===== config.mk =====
export PLATFORM = sky130hd
export DESIGN_NAME = dispatch_demux_4
export DESIGN_NICKNAME = d
export VERILOG_FILES = /design/src/rtl/dispatch_demux_4.sv
export SDC_FILE = /design/constraint.sdc
export NUM_CORES = 1
export LEC_CHECK = 0
export BUFFER_PORTS_ARGS = -buffer_cell sky130_fd_sc_hd__clkbuf_2
export CAP_MARGIN = 20
export CORE_UTILIZATION = 56
export CTS_CLUSTER_SIZE = 28
export DETAILED_ROUTE_END_ITERATION = 8
export PLACE_DENSITY_LB_ADDON = 0.25
export SLEW_MARGIN = 15
export SYNTH_ARGS = -nofsm -noshare
export SYNTH_HDL_FRONTEND = slang
export SYNTH_SLANG_ARGS = --single-unit
export TNS_END_PERCENT = 10

===== constraint.sdc =====
create_clock -name clk -period 4.46 [get_ports clk]
set_input_delay 0.669 -clock clk [delete_from_list [all_inputs] [get_ports clk]]
set_output_delay 0.669 -clock clk [all_outputs]
set_load 0.02 [all_outputs]

===== src/rtl/dispatch_demux_4.sv =====
// 1-to-4 routing demultiplexer: each upstream word is queued in the FIFO of its selected lane,
// and the four lanes drain independently through their own valid/ready handshakes.
module dispatch_demux_4 #(
  parameter int unsigned W     = 32,
  parameter int unsigned DEPTH = 2,
  parameter int unsigned AW    = 1
) (
  input  logic                clk,
  input  logic                rst,
  input  logic                flush,
  input  logic                in_valid,
  input  logic [1:0]          in_sel,
  input  logic [W-1:0]        in_data,
  output logic                in_ready,
  output logic [3:0]          out_valid,
  input  logic [3:0]          out_ready,
  output logic [4*W-1:0]      out_data,
  output logic [4*(AW+1)-1:0] lane_cnt
);

  localparam int unsigned LANES = 4;
  localparam logic [AW:0] FULL = (AW+1)'(DEPTH);

  logic [W-1:0]  mem    [LANES][DEPTH];
  logic [AW-1:0] wr_ptr [LANES];
  logic [AW-1:0] rd_ptr [LANES];
  logic [AW:0]   cnt    [LANES];
  logic [3:0]    push;
  logic [3:0]    pop;

  // Acceptance depends only on the selected lane's occupancy, never on out_ready.
  always_comb begin
    in_ready = ~rst & ~flush & (cnt[in_sel] != FULL);
  end

  always_comb begin
    push = '0;
    pop  = '0;
    for (int k = 0; k < LANES; k++) begin
      push[k] = in_valid & in_ready & (in_sel == 2'(k));
      pop[k]  = out_valid[k] & out_ready[k];
    end
  end

  always_ff @(posedge clk) begin
    if (rst) begin
      for (int k = 0; k < LANES; k++) begin
        for (int d = 0; d < DEPTH; d++) begin
          mem[k][d] <= '0;
        end
        wr_ptr[k] <= '0;
        rd_ptr[k] <= '0;
        cnt[k]    <= '0;
      end
    end else if (flush) begin
      // Storage is left as is; only occupancy state is discarded.
      for (int k = 0; k < LANES; k++) begin
        wr_ptr[k] <= '0;
        rd_ptr[k] <= '0;
        cnt[k]    <= '0;
      end
    end else begin
      for (int k = 0; k < LANES; k++) begin
        if (push[k]) begin
          mem[k][wr_ptr[k]] <= in_data;
          wr_ptr[k]         <= wr_ptr[k] + AW'(1);
        end
        if (pop[k]) begin
          rd_ptr[k] <= rd_ptr[k] + AW'(1);
        end
        if (push[k] && !pop[k]) begin
          cnt[k] <= cnt[k] + (AW+1)'(1);
        end else if (pop[k] && !push[k]) begin
          cnt[k] <= cnt[k] - (AW+1)'(1);
        end
      end
    end
  end

  // Heads and occupancies are decoded straight from registered state.
  for (genvar g = 0; g < LANES; g++) begin : g_lane
    assign out_valid[g]                   = (cnt[g] != '0);
    assign out_data[g*W +: W]             = mem[g][rd_ptr[g]];
    assign lane_cnt[g*(AW+1) +: (AW+1)]   = cnt[g];
  end

endmodule


Yosys cells after proc, flatten, opt, wreduce, memory -nomap -nowiden:

Memories as Yosys holds them, arrays and structs flattened.
Cells that the tools add are included.

* input port bits: 42
* logic and storage cells: 747
* RAM bits: 272
* output and inout port bits: 141
* memories kept: 4
* bits in registers: 0

* muxes and demuxes: 381
* $lt $le $gt $ge: 12
* add/subtract/negate cells: 16
* reduce and logical (&&, ||, !) cells: 25
* bitwise logic cells: 305
* equality and inequality tests: 4

Memory list
* mem: depth 4, width 64, rd ports 4, clocked after memory_dff 0, wr ports 4, line 24 `logic [W-1:0] mem [LANES][DEPTH];`
* cnt: depth 4, width 2, rd ports 5, clocked after memory_dff 0, wr ports 4, line 27 `logic [AW:0] cnt [LANES];`
* rd_ptr: depth 4, width 1, rd ports 4, clocked after memory_dff 0, wr ports 4, line 26 `logic [AW-1:0] rd_ptr [LANES];`
* wr_ptr: depth 4, width 1, rd ports 4, clocked after memory_dff 0, wr ports 4, line 25 `logic [AW-1:0] wr_ptr [LANES];`

Operators with widths (number)
* $mux 32: 16
* $mux 1: 345
* $or 1x1->1: 284
* $mux 64: 4
* $demux 32 s1: 4
* $mux 2: 12
* $ge 2x2->1 const B: 8
* $not 1->2: 8
* $logic_and 1x1->1: 12
* $and 1x1->1: 11
* $add 1x1->1 const B: 8
* $add 2x1->2 const B: 4
* $logic_not 1->1: 8
* $lt 2x1->1 const B: 4
* $reduce_bool 2->1: 4
* $sub 2x1->2 const B: 4
* $eq 2x2->1 const B: 2
* $eq 2x1->1 const B: 1
* $logic_not 2->1: 1
* $ne 2x2->1 const B: 1
* $not 1->1: 2

Logic depth before layout (Yosys ltp):

* depth after elaboration: 13
* gate-level depth with buffers: 7
* mapped depth without buffers: 6

Worst setup path before layout:

OpenSTA, ideal clock, no wires.

* path kind: input -> register
* start: input flush
* end: memory mem[2][32] in the netlist's numbering, enable pin
* setup time: 0.470 ns
* stages on the path: 2
* required time: 3.990 ns
* arrival: 3.550 ns
* slack: 0.440 ns
* cell sequence: or3b_4 o31ai_1

RTL lines
* from (decl): line 10 `input logic flush,`
* to (decl): line 24

==> results.txt <==
Status = complete, no violations
Number of synthesized register bits = 272
Total power draw = 5660 uW
Clk_lat worst skew = 0.52 ns
VDD IR max = 0.337 mV
F_max = 341 MHz
Synth Area in Adders = 0.330%
Die area = 0.0209 mm^2
Final net count = 1164
Largest family of logic cells by synthesized area = simple AND/OR/NAND/NOR gates
Count of max-cap constraint violations = 0
I/O Pins = 183
Hold WC Path Type = reg -> reg
Initial DRC count = 479
Post-Layout Cell Count = 1404
Port bufs = 182
Die Wd = 144 um
Post-cts hold buffer count = 0
Worst Skew = 0.00734 ns
Crit path required time = 3.79 ns
Vias in the first global route = 7174
Ys flop type = edfxtp_1
Total leakage power = 0.00531 uW
Via density = 5.50
Endpoints failing setup = 0
CTS resizes = 0
Ys Warns = 0
Largest net degree at the start of global routing = 103
PD cells = 421 mW/mm^2
Placer Congestion = 0.825
RSZ-0062 raised after global routing = no
Crit path time final = 2.93 ns
Crit-path slowest cell = edfxtp_1
Xor/xnor share of the synthesized area = 0.154%
Yosys top cell by area = edfxtp_1
Ranking of synthesized cells by area = edfxtp_1 46%, dfxtp_1 17%, mux2_2 13%, nand2_1 6.8%, a21oi_1 4.1%
Arrival time worst endpoint = 2.26 ns
Yosys top cell area share = 46.0%
DRC viols = 0
EDFF count, synth = 174
Simple-Gate Fraction of Synth Area = 15.3%
Setup TNS = 0 ns
Synth cell types = 40
Crit-path max cell delay = 0.76 ns
Synth-to-Final Area Change = 18.2%
GR Util All Layers = 24.7%
WL final = 25600 um
DP Area = 0.0125 mm^2
Final hold vios = 0
CTS root buf = clkbuf_16
Period utilisation layout = 65.7%
Synth Instances = 955
Synth Area in Compound Gates = 5.35%
Share of cells above drive strength 1 = 33.9%
Inserted Clock Buffers = 27
DP HPWL = 16700 um
Asr flop ratio synth = 0%
Antenna violations before repair = 0
Pre-CTS setup slack = 1.25 ns
Global-route wire length before repair = 39000 um
WL/cell = 18.3 um
Mux cell area share after synthesis = 12.8%
Filler cell count = 1482
CORE AREA = 0.0197 mm^2
Initial Util = 57.9%
Syn Nets = 1000
Sequential area share after synthesis = 63.2%
CP Capture Type = output pin
CP Cell Sequence = buf_4 > mux2_2 > clkbuf_2
Startpoint Class = flop
Synthesized area = 0.0114 mm^2
Clock transition at path regs = 0.07 ns
Post-layout instance area = 0.0134 mm^2
Relative slew slack = 29.1%
DP Cell Count = 1354
CP Max Fanout = 22
Via count = 7722
Site Rows = 51
Routed Antenna Nets = 0
Critical path type = reg -> out
CTS max path bufs = 3
CTS tree = yes
GR Overflow Total = 0
Worst Tran Pin Value = 1.06 ns
Htree depth = 1
Die height = 144 um
Worst setup margin = 1.53 ns
Setup Buffers After CTS = 0
Final Slew Violations = 0
Clk sinks = 272
Total iterations of the first detailed-routing run = 4
Syn_area_per_cell = 11.9 um^2
[synthesized netlist by cell type (3+ instances only)]
library cell,instances
nand2_1,206
edfxtp_1,174
mux2_2,128
dfxtp_1,98
a21oi_1,93
and2_1,65
clkbuf_1,49
and3_1,33
inv_1,14
nand2b_1,9
nor2_1,9
a21oi_2,7
buf_2,7
nor3_1,7
nand3_1,6
nand4_1,5
nor2b_1,4
o21ai_0,4
buf_4,3
buf_6,3
ha_1,3
nand3b_1,3
or2_2,3
[critical path: cells and delay by family (launching register included)]
kind	cells	cell delay, ns
buf+inv	2	0.57
mux	1	0.40
flops	1	0.76
[worst paths after layout]
path                                start  depth (start not counted)  slack [ns]                       to
setup / recovery  rd_ptr[1]$_SDFFCE_PP0P_                          3        1.53             out_data[49]
hold / removal    mem[3][46]$_SDFFE_PP0P_                          2        0.45  mem[3][46]$_SDFFE_PP0P_
setup reg to reg  wr_ptr[0]$_SDFFCE_PN0P_                          1        2.28     mem[0][33]$_DFFE_PP_
hold reg to reg   mem[3][46]$_SDFFE_PP0P_                          2        0.45  mem[3][46]$_SDFFE_PP0P_
[layer usage]
layer | vias to the layer above | wire length (um) | global-route usage, % | share of wire [%]
met5 | - | 0 | 0 | 0
met4 | 0 | 742 | 7.81 | 2.9
met3 | 50 | 1760 | 4.47 | 6.9
met2 | 242 | 11900 | 38.2 | 46
met1 | 3757 | 11300 | 35.5 | 44
li1 | 3673 | - | - | -
[cell usage in the layout, fill, tap and decap left out, types with 2 or more instances in the layout]
cell,instances
a21oi_1,92
a21oi_2,8
and2_1,65
and3_1,33
and4_1,2
buf_4,16
bufinv_16,4
clkbuf_1,2
clkbuf_16,29
clkbuf_2,181
clkinv_1,4
clkinv_2,6
clkinvlp_4,2
dfxtp_1,98
edfxtp_1,174
ha_1,3
inv_1,14
mux2_2,128
nand2_1,206
nand2b_1,9
nand3_1,6
nand3b_1,3
nand4_1,5
nor2_1,8
nor2b_1,4
nor3_1,7
nor4_1,2
o21ai_0,2
or2_2,3
or3_1,2
xnor2_1,2
[per-stage QoR]
stage | utilization, % | hold slack (ns)
after floorplan | - | 0.433
after global placement | 63.5 | 0.438
after detailed placement | 63.5 | 0.443
after CTS | 68.2 | 0.452
after global routing | 68.4 | 0.470
final | 68.4 | 0.452
[kinds of logic (layout without fill, tap and decap cells)]
kind of cell    after synthesis  in the layout
simple gates                360            360
flops                       272            272
mux                         129            129
compound gates              112            112
buf+inv                      77            260
fa+ha+maj                     3              3
xor+xnor                      2              2
other cells                   0              1
[power by group]
group          switching (uW)  internal (uW)
clock                     919           1420
combinational             339            180
sequential               37.2           2760
total                    1300           4360
[sequential cells by signal, summed over array words and instances (netlist names)]
register,flops
cnt,8
mem,256
rd_ptr,4
wr_ptr,4
[area by class of cell]
cell class	count	area [um^2]	area share, %
Sequential cell	272	7190	53.5
Timing Repair Buffer	198	1050	7.84
Multi-Input combinational cell	606	3890	28.9
Inverter	14	52.6	0.391
Antenna cell	1	2.50	0.0186
Clock buffer	32	747	5.56
Clock inverter	16	180	1.34
Tap cell	265	332	2.47
Note: power is estimated with default switching activity, not from simulation.
